**src/rtl/voice_allocator_pkg.sv**
```systemverilog
// voice_allocator_pkg: shared FSM/candidate enums and the latched note event.
package voice_allocator_pkg;
  localparam int EVT_NOTE_W = 16;
  localparam int EVT_FREQ_W = 32;
  typedef enum logic [1:0] {S_IDLE, S_SCAN, S_COMMIT} state_e;
  typedef enum logic [2:0] {C_NONE, C_MATCH, C_IDLE, C_RELEASED, C_STEAL} cand_e;
  typedef struct packed {
    logic                  on;
    logic [EVT_NOTE_W-1:0] note;
    logic [EVT_FREQ_W-1:0] freq;
  } evt_t;
endpackage

```
**src/rtl/voice_lru.sv**
```systemverilog
// voice_lru: per-voice age ranks (0 = newest) kept as a permutation; touch moves a voice to rank 0.
module voice_lru #(
  parameter int N  = 4,
  parameter int IW = $clog2(N)
) (
  input  logic            clk_i,
  input  logic            rstn_i,
  input  logic            touch_i,
  input  logic [IW-1:0]   touch_idx_i,
  output logic [N*IW-1:0] rank_o,
  output logic [IW-1:0]   oldest_o
);
  logic [IW-1:0] rank_q [N];
  logic [IW-1:0] old;
  assign old = rank_q[touch_idx_i];
  always_ff @(posedge clk_i or negedge rstn_i) begin
    if (!rstn_i) begin
      for (int i = 0; i < N; i++) rank_q[i] <= IW'(i);
    end else if (touch_i) begin
      for (int i = 0; i < N; i++)
        rank_q[i] <= (IW'(i) == touch_idx_i) ? '0 : rank_q[i] + IW'(rank_q[i] < old);
    end
  end
  always_comb begin
    oldest_o = '0;
    for (int i = 0; i < N; i++) if (rank_q[i] == IW'(N - 1)) oldest_o = IW'(i);
  end
  for (genvar g = 0; g < N; g++) begin : g_rank
    assign rank_o[g*IW +: IW] = rank_q[g];
  end
endmodule

```
**src/rtl/voice_allocator.sv**
```systemverilog
// voice_allocator: scans voices one per cycle and commits note-on/off with retrigger/idle/released/steal priority.
module voice_allocator
  import voice_allocator_pkg::*;
#(
  parameter int NUM_VOICES = 4,
  parameter int NOTE_W     = 7,
  parameter int FREQ_W     = 16
) (
  input  logic                         clk_i,
  input  logic                         rstn_i,
  input  logic                         evt_valid_i,
  output logic                         evt_ready_o,
  input  logic                         evt_on_i,
  input  logic [NOTE_W-1:0]            evt_note_i,
  input  logic [FREQ_W-1:0]            evt_freq_i,
  input  logic [NUM_VOICES-1:0]        voice_busy_i,
  output logic [NUM_VOICES-1:0]        voice_trig_o,
  output logic [NUM_VOICES-1:0]        voice_gate_o,
  output logic [NUM_VOICES*FREQ_W-1:0] voice_freq_o,
  output logic                         steal_o,
  output logic                         miss_o
);
  localparam int IW = $clog2(NUM_VOICES);
  state_e                  state_q;
  evt_t                    ev_q;
  logic [NUM_VOICES-1:0]   busy_q, gate_q, trig_q;
  logic [NOTE_W-1:0]       note_q [NUM_VOICES];
  logic [FREQ_W-1:0]       freq_q [NUM_VOICES];
  logic [IW-1:0]           idx_q, match_q, idle_q, rel_q;
  logic                    match_v_q, idle_v_q, rel_v_q, steal_q, miss_q;
  logic [NUM_VOICES*IW-1:0] rank;
  logic [IW-1:0]           oldest, sel, cur_rank, rel_rank;
  logic                    touch, note_eq;
  cand_e                   cls;
  voice_lru #(.N(NUM_VOICES), .IW(IW)) u_lru (
    .clk_i      (clk_i),
    .rstn_i     (rstn_i),
    .touch_i    (touch),
    .touch_idx_i(sel),
    .rank_o     (rank),
    .oldest_o   (oldest)
  );
  assign cur_rank = rank[idx_q*IW +: IW];
  assign rel_rank = rank[rel_q*IW +: IW];
  assign note_eq  = note_q[idx_q] == ev_q.note[NOTE_W-1:0];
  // Steal is only reached when every voice is gated, so the global oldest is the right victim.
  assign cls = !ev_q.on ? (match_v_q ? C_MATCH : C_NONE) :
               match_v_q ? C_MATCH : idle_v_q ? C_IDLE : rel_v_q ? C_RELEASED : C_STEAL;
  assign sel = cls == C_IDLE ? idle_q : cls == C_RELEASED ? rel_q : cls == C_STEAL ? oldest : match_q;
  assign touch = state_q == S_COMMIT && ev_q.on;
  always_ff @(posedge clk_i or negedge rstn_i) begin
    if (!rstn_i) begin
      state_q   <= S_IDLE;
      ev_q      <= '0;
      busy_q    <= '0;
      gate_q    <= '0;
      trig_q    <= '0;
      idx_q     <= '0;
      match_q   <= '0;
      idle_q    <= '0;
      rel_q     <= '0;
      match_v_q <= 1'b0;
      idle_v_q  <= 1'b0;
      rel_v_q   <= 1'b0;
      steal_q   <= 1'b0;
      miss_q    <= 1'b0;
      for (int i = 0; i < NUM_VOICES; i++) begin
        note_q[i] <= '0;
        freq_q[i] <= '0;
      end
    end else begin
      trig_q  <= '0;
      steal_q <= 1'b0;
      miss_q  <= 1'b0;
      case (state_q)
        S_IDLE: if (evt_valid_i) begin
          ev_q      <= '{on: evt_on_i, note: EVT_NOTE_W'(evt_note_i), freq: EVT_FREQ_W'(evt_freq_i)};
          busy_q    <= voice_busy_i;
          idx_q     <= '0;
          match_v_q <= 1'b0;
          idle_v_q  <= 1'b0;
          rel_v_q   <= 1'b0;
          state_q   <= S_SCAN;
        end
        S_SCAN: begin
          if (gate_q[idx_q] && note_eq && !match_v_q) begin
            match_v_q <= 1'b1;
            match_q   <= idx_q;
          end
          if (!gate_q[idx_q] && !busy_q[idx_q] && !idle_v_q) begin
            idle_v_q <= 1'b1;
            idle_q   <= idx_q;
          end
          if (!gate_q[idx_q] && busy_q[idx_q] && (!rel_v_q || cur_rank > rel_rank)) begin
            rel_v_q <= 1'b1;
            rel_q   <= idx_q;
          end
          idx_q <= idx_q + 1'b1;
          if (int'(idx_q) == NUM_VOICES - 1) state_q <= S_COMMIT;
        end
        S_COMMIT: begin
          state_q <= S_IDLE;
          if (ev_q.on) begin
            note_q[sel] <= ev_q.note[NOTE_W-1:0];
            freq_q[sel] <= ev_q.freq[FREQ_W-1:0];
            gate_q[sel] <= 1'b1;
            trig_q[sel] <= 1'b1;
            steal_q     <= cls == C_STEAL;
          end else if (match_v_q) gate_q[match_q] <= 1'b0;
          else miss_q <= 1'b1;
        end
        default: state_q <= S_IDLE;
      endcase
    end
  end
  assign evt_ready_o  = state_q == S_IDLE;
  assign voice_trig_o = trig_q;
  assign voice_gate_o = gate_q;
  assign steal_o      = steal_q;
  assign miss_o       = miss_q;
  for (genvar g = 0; g < NUM_VOICES; g++) begin : g_freq
    assign voice_freq_o[g*FREQ_W +: FREQ_W] = freq_q[g];
  end
endmodule

```
**config.mk**
```make
export PLATFORM = sky130hd
export DESIGN_NAME = voice_allocator
export DESIGN_NICKNAME = d
export VERILOG_FILES = /design/src/rtl/voice_allocator_pkg.sv /design/src/rtl/voice_lru.sv /design/src/rtl/voice_allocator.sv
export SDC_FILE = /design/constraint.sdc
export NUM_CORES = 1
export LEC_CHECK = 0
export ABC_AREA = 0
export CAP_MARGIN = 20
export CORE_MARGIN = 3
export CORE_UTILIZATION = 36
export CTS_BUF_LIST = sky130_fd_sc_hd__clkbuf_16
export DETAILED_ROUTE_END_ITERATION = 8
export PLACE_DENSITY = 0.56
export SLEW_MARGIN = 40
export SYNTH_ARGS = -nofsm -noshare
export SYNTH_HDL_FRONTEND = slang
export SYNTH_SLANG_ARGS = --single-unit
```
**constraint.sdc**
```tcl
create_clock -name clk_i -period 3.1 [get_ports clk_i]
set_input_delay 0.775 -clock clk_i [delete_from_list [all_inputs] [get_ports clk_i]]
set_output_delay 0.775 -clock clk_i [all_outputs]
set_load 0.05 [all_outputs]
```
After elaboration in Yosys (flattened, before gate mapping)
Index checks and enable logic that the tools add are counted.

word-level totals
  register bits = 151
  input port bits = 31
  word-level logic and storage cells = 158

cells by class
  add/sub/neg operators = 5
  $lt $le $gt $ge = 13
  eq/ne operators = 18
  shifts and indexed selects = 2
  multiplexer cells = 56
  bitwise gates (word level) = 5
  reductions and logical operators = 31

operator list
  operator                                                                count
  64-bit bitwise mux                                                      1
  16-bit demux with 2-bit select                                          1
  28-bit bitwise mux                                                      1
  2-bit 2-to-1 mux                                                        14
  7-bit 2-to-1 mux                                                        3
  16-bit 2-to-1 mux                                                       1
  4-bit 2-to-1 mux                                                        4
  2-bit AND reduction                                                     8
  8-bit by 4-bit indexed part select with 2-bit output                    2
  1-bit 2-to-1 mux                                                        15
  7-bit binary-select mux with 2-bit select                               1
  7-bit demux with 2-bit select                                           1
  3-bit 2-to-1 mux                                                        4
  1-bit logical AND                                                       10
  2-bit != test (second input constant)                                   5
  2-bit by 3-bit < comparator with 1-bit output (second input constant)   3
  3-bit AND reduction                                                     3
  2-bit by 1-bit adder with 2-bit output                                  4
  2-bit equality test (second input constant)                             4
  2-bit < comparator                                                      4
  2-bit case mux with 2 select lines                                      2
  7-bit equality test                                                     1
  3-bit by 2-bit equality test with 1-bit output (second input constant)  2
  3-bit >= comparator (second input constant)                             2
  20 further kinds                                                        34

Longest topological paths before layout
Gate-level depths: netlist of run 1.

  depth after elaboration = 15
  mapped depth = 11

Modules after synthesis
Synthesis of run 1 repeated with hierarchy kept, for this count alone.

second synthesis, totals
  cells, all modules = 503
  area, all modules = 6,655.1 um2

modules (own cells, without submodules)
  module           instances  cells an instance  area each (um2)  seq. area each (um2)
  voice_allocator  1          440                5,999.5          3,578.4
  voice_lru        1          63                 655.6            205.2

Worst setup path before layout of run 1
No wires, ideal clock.

  kind = register to register
  start = register idx_q[1]
  end = register rel_q[0]
  setup time = 0.125 ns
  arrival time = 2.464 ns
  data required time = 2.975 ns
  setup slack = 0.512 ns
  stages on the path, launching flop included = 9
  path buffers = 1
  clock period less this slack = 2.588 ns
  path through = dfrtp_1 -> clkbuf_1 -> mux4_2 -> ha_1 -> a21oi_1 -> a21oi_1 -> o21ai_0 -> nor3_1 -> mux2_2

on the way
  cells in the longest elaborated chain, start to end = 6
  elaborated cells on any way between the ends = 11
  classes of those cells = order compare (1); shift (1); mux (4); reduce/logical (5)

RTL lines
  item                                                                   line                   RTL
  start: declaration                                                     voice_allocator.sv:29  logic [IW-1:0] idx_q, match_q, idle_q, rel_q;
  start signal: assignment                                               voice_allocator.sv:98  idx_q <= idx_q + 1'b1;
  branches (longest 4 deep; another with 2-bit greater-than comparator)  n/a
  1-bit logical AND *                                                    voice_allocator.sv:94  if (!gate_q[idx_q] && busy_q[idx_q] && (!rel_v_q || cur_rank > rel_rank)) begin
  2-bit AND reduction (no source line) *                                 n/a
  end signal: assignment                                                 voice_allocator.sv:96  rel_q <= idx_q;
  end: declaration                                                       voice_allocator.sv:29

Every way passes the cells marked *. The select of a mux whose other input is x is not followed.
A chain may end at the register's enable or synchronous reset.

Worst setup path in the final report of run 1
  start = register match_v_q
  end = register u_lru.rank_q (netlist bit u_lru.rank_o[4])

on the way
  cells in the longest elaborated chain, start to end = 13
  elaborated cells on any way between the ends = 17
  classes of those cells = add/sub (1); order compare (1); eq/ne (4); mux (10); bitwise (1)

RTL lines
  item                                                         line                                          RTL
  start: declaration                                           voice_allocator.sv:30                         logic match_v_q, idle_v_q, rel_v_q, steal_q, miss_q;
  start signal: assignment                                     voice_allocator.sv:62                         match_v_q <= 1'b0;
  start signal: assignment                                     voice_allocator.sv:80                         match_v_q <= 1'b0;
  start signal: assignment                                     voice_allocator.sv:87                         match_v_q <= 1'b1;
  1-bit 2-to-1 mux / 3-bit 2-to-1 mux (equally long branches)  voice_allocator.sv:47, voice_allocator.sv:48
  3-bit 2-to-1 mux *                                           voice_allocator.sv:47                         assign cls = !ev_q.on ? (match_v_q ? C_MATCH : C_NONE) :
  3-bit equality test                                          voice_allocator.sv:49                         assign sel = cls == C_IDLE ? idle_q : cls == C_RELEASED ? rel_q : cls == C_STEAL ? oldest : match_q;
  2-bit 2-to-1 mux (2 in series)                               voice_allocator.sv:49
  2-bit 2-to-1 mux *                                           voice_allocator.sv:49
  2-bit NOT with 3-bit output (not written as such)            voice_lru.sv:15                               assign old = rank_q[touch_idx_i];
  2-bit binary-select mux with 2-bit select                    voice_lru.sv:15
  2-bit 2-to-1 mux (not written as such) (2 in series)         voice_lru.sv:15
  2-bit < comparator                                           voice_lru.sv:21                               rank_q[i] <= (IW'(i) == touch_idx_i) ? '0 : rank_q[i] + IW'(rank_q[i] < old);
  2-bit by 1-bit adder with 2-bit output                       voice_lru.sv:21
  2-bit 2-to-1 mux *                                           voice_lru.sv:21
  end signal: indexed assignment                               voice_lru.sv:21
  end: declaration                                             voice_lru.sv:13                               logic [IW-1:0] rank_q [N];

Mark *: on every way between the ends. The rest lies on a longest branch, timed or not. The select of a mux whose other input is x is not followed.

==> impl_metrics.json, run 1 <==
{
  "crit_path_max_incr_delay_ps": 630,
  "syn_avg_cell_area_um2": 11.90,
  "crit_type": "reg -> reg",
  "worstPathRequired_ps": 3430,
  "yosys.cell_types.count": 41,
  "row_count": 48,
  "core_area_mm2": 0.01742,
  "htreeDepth": 4,
  "synth_top_area_share_pct": 57.02,
  "grt_overflow": 0,
  "path_buf_inv": 0,
  "drc_errors": 0,
  "slew_violations": 0,
  "via_count": 4280,
  "insertion_delay_ps": 420,
  "rsz0062_at_grt": "no",
  "fin_setup_tns_ps": 0,
  "die_height_um": 139.9,
  "finalWirelength_um": 15570,
  "powerDensity_mw_per_mm2": 904.5,
  "crit_fanout": 6,
  "outcome": "complete, no violations",
  "drt_iter0_drc": 223,
  "place_area_mm2": 0.007826,
  "synthFlopType": "dfrtp_1",
  "clockRootBuffer": "clkbuf_16",
  "endpoint_kind": "flop",
  "cts_sinks": 151,
  "fmax_ghz": 0.3604,
  "worst-path-stages": 8,
  "syn_nets": 580,
  "io_pins": 106,
  "max_cap_violations": 0,
  "synthArstFlopShare_pct": 100.0,
  "dp_hpwl_um": 10320,
  "yosys-top-cells-area": "dfrtp_1 57%, nand2_1 9.9%, mux2_2 8.7%, mux4_2 5.2%, mux2_1 4.2%",
  "cts_made_buffers": 17,
  "period_share_pct": 89.50,
  "clk_pin_slew_ps": 60,
  "final_cell_area_mm2": 0.008373,
  "peakVddDrop_mv": 0.4438,
  "period_needed_ps": 2774,
  "fin_skew_ps": 8.961,
  "cp_slowest_cell": "mux4_2",
  "crit_path_cell_trace": "nor3b_2, a21boi_1, o22a_1, mux4_2, maj3_2, ha_1, nand2_1, a21oi_1",
  "reg2regPathDepth": 8,
  "r2r_setup_slack_ps": 330,
  "antenna_found_initial": 0,
  "leakagePower_nw": 4.055,
  "drive_above_1_share_pct": 18.06,
  "wl_per_cell_um": 17.39,
  "clockBufferDepth": 2,
  "ys_ff_latch": 151,
  "netlist_area_mm2": 0.006451,
  "dr.pass1.iters": 4,
  "worstPathArrival_ps": 3100,
  "tritoncts": "done",
  "ant_nets": 0,
  "viasPerCell": 4.782,
  "whs_ps": 371.3,
  "start_util_pct": 37.04,
  "r2r_start": "match_v_q",
  "gp_congestion": 0.8157,
  "layout.nets": 696,
  "antenna_cells": 0,
  "synth.most_common_cell": "nand2_1",
  "critPathLaunchType": "flop",
  "cts_hold_buf": 0,
  "holdCritPathClass": "in -> async",
  "grt_usage_pct": 16.72,
  "dieArea_mm2": 0.01956,
  "crit_end": "u_lru.rank_o[4]",
  "yosysWarnings": 0,
  "fp.dieW_um": 139.9,
  "slew_headroom_pct": 53.36,
  "grt_pass1_wl_um": 25720,
  "yosys.area.top_type": "dfrtp_1",
  "pre_cts_ws_ps": 319.8,
  "worst_pin_slew_ps": 699.7,
  "post_cts_resized": 0,
  "netlist_instances": 542,
  "ys_top_cells_by_count": "170 x nand2_1, 147 x dfrtp_1, 50 x mux2_2",
  "grt_max_degree": 73,
  "setup_viol": 0,
  "numPortBuffers": 105,
  "hold_viol": 0,
  "grt_pass1_vias": 4568,
  "seq_area_frac_synth_pct": 58.65,
  "startpoint": "match_v_q",
  "crit_family": "compound AO/OA/AOI/OAI gates",
  "setup_ws_ps": 325.7,
  "r2r-end": "u_lru.rank_o[4]",
  "synth-edff-count": 0,
  "areaGrowthSynthToFinish_pct": 29.79,
  "post_cts_buffers": 0
}
-- cell families (layout without fill, tap and decap cells) --
| kind of cell | Yosys count | after routing | share of synthesized area, % |
|---|---|---|---|
| and+or+nand+nor | 211 | 211 | 13.60 |
| adders and majority gates | 11 | 11 | 2.056 |
| xor gates and xnor gates | 11 | 11 | 1.494 |
| muxes | 92 | 92 | 18.62 |
| AOI/OAI and AO/OA | 25 | 25 | 2.502 |
| DFF | 151 | 151 | 58.65 |
| buffers and inverters | 41 | 169 | 3.084 |
-- where the power goes --
group | internal, mW | switching (mW)
clock | 1.16 | 0.762
sequential | 2.52 | 0.484
combinational | 1.06 | 1.59
-- cells in the final DEF (no fill, tap or decap), drive strengths merged, types with 7 or more instances in the layout --
cell           count
o21ai              8
ha                 7
nand2b             7
clkbuf            17
nand2            170
mux4              15
nor2              19
buf               15
mux2              74
dfrtp            147
xnor2              9
clkdlybuf4s50    104
inv               24
-- state kept, by name, indices dropped and copies added (netlist names) --
signal,count
voice_freq_o,64
miss_o,1
rel_v_q,1
voice_trig_o,4
rel_q,2
busy_q,4
voice_gate_o,4
idx_q,2
state_q,2
ev_q,24
note_q,28
match_q,2
u_lru.rank_o,8
match_v_q,1
idle_q,2
idle_v_q,1
steal_o,1
-- per-stage QoR --
step	util, %	std cells	power [mW]
6_report	48.07	895	7.573
2_1_floorplan	-	542	4.753
3_3_place_gp	44.93	864	5.662
5_1_grt	48.07	895	8.010
4_1_cts	48.07	895	7.672
3_5_place_dp	44.94	864	5.708
-- layout make-up --
type | count | area (um^2)
clock buffer | 17 | 425.4
clock inverter | 14 | 121.4
fill | 1556 | 9044
inverter | 19 | 72.57
multi-input combinational | 350 | 2469
sequential | 151 | 3784
tap | 225 | 281.5
timing repair buffer | 119 | 1220
-- layer usage --
layer	GRT usage, %	vias to the layer above	part of all wire, %
met5	0	-	0
met4	4.539	0	0.89
met3	6.598	12	6.5
met2	26.41	81	47
met1	21.59	2146	45
li1	-	2041	-
-- worst min-delay path by stage --
stage	startpoint	end	slack, ps	cells after the start
after global placement	note_q[9]	note_q[9]	450	2
after detailed placement	note_q[10]	note_q[10]	460	2
final	rstn_i	voice_trig_o[3]	370	1
after floorplan	busy_q[2]	busy_q[2]	440	2
after global routing	rstn_i	voice_trig_o[3]	420	1
after CTS	rstn_i	voice_freq_o[27]	400	1
Note: power is estimated with default switching activity, not from simulation.
==> run 2, diff against run 1 <==
Settings changed: CAP_MARGIN 20 to unset.
==> results of run 2 <==
The final DEF is identical to that of run 1; final timing and power are the same.
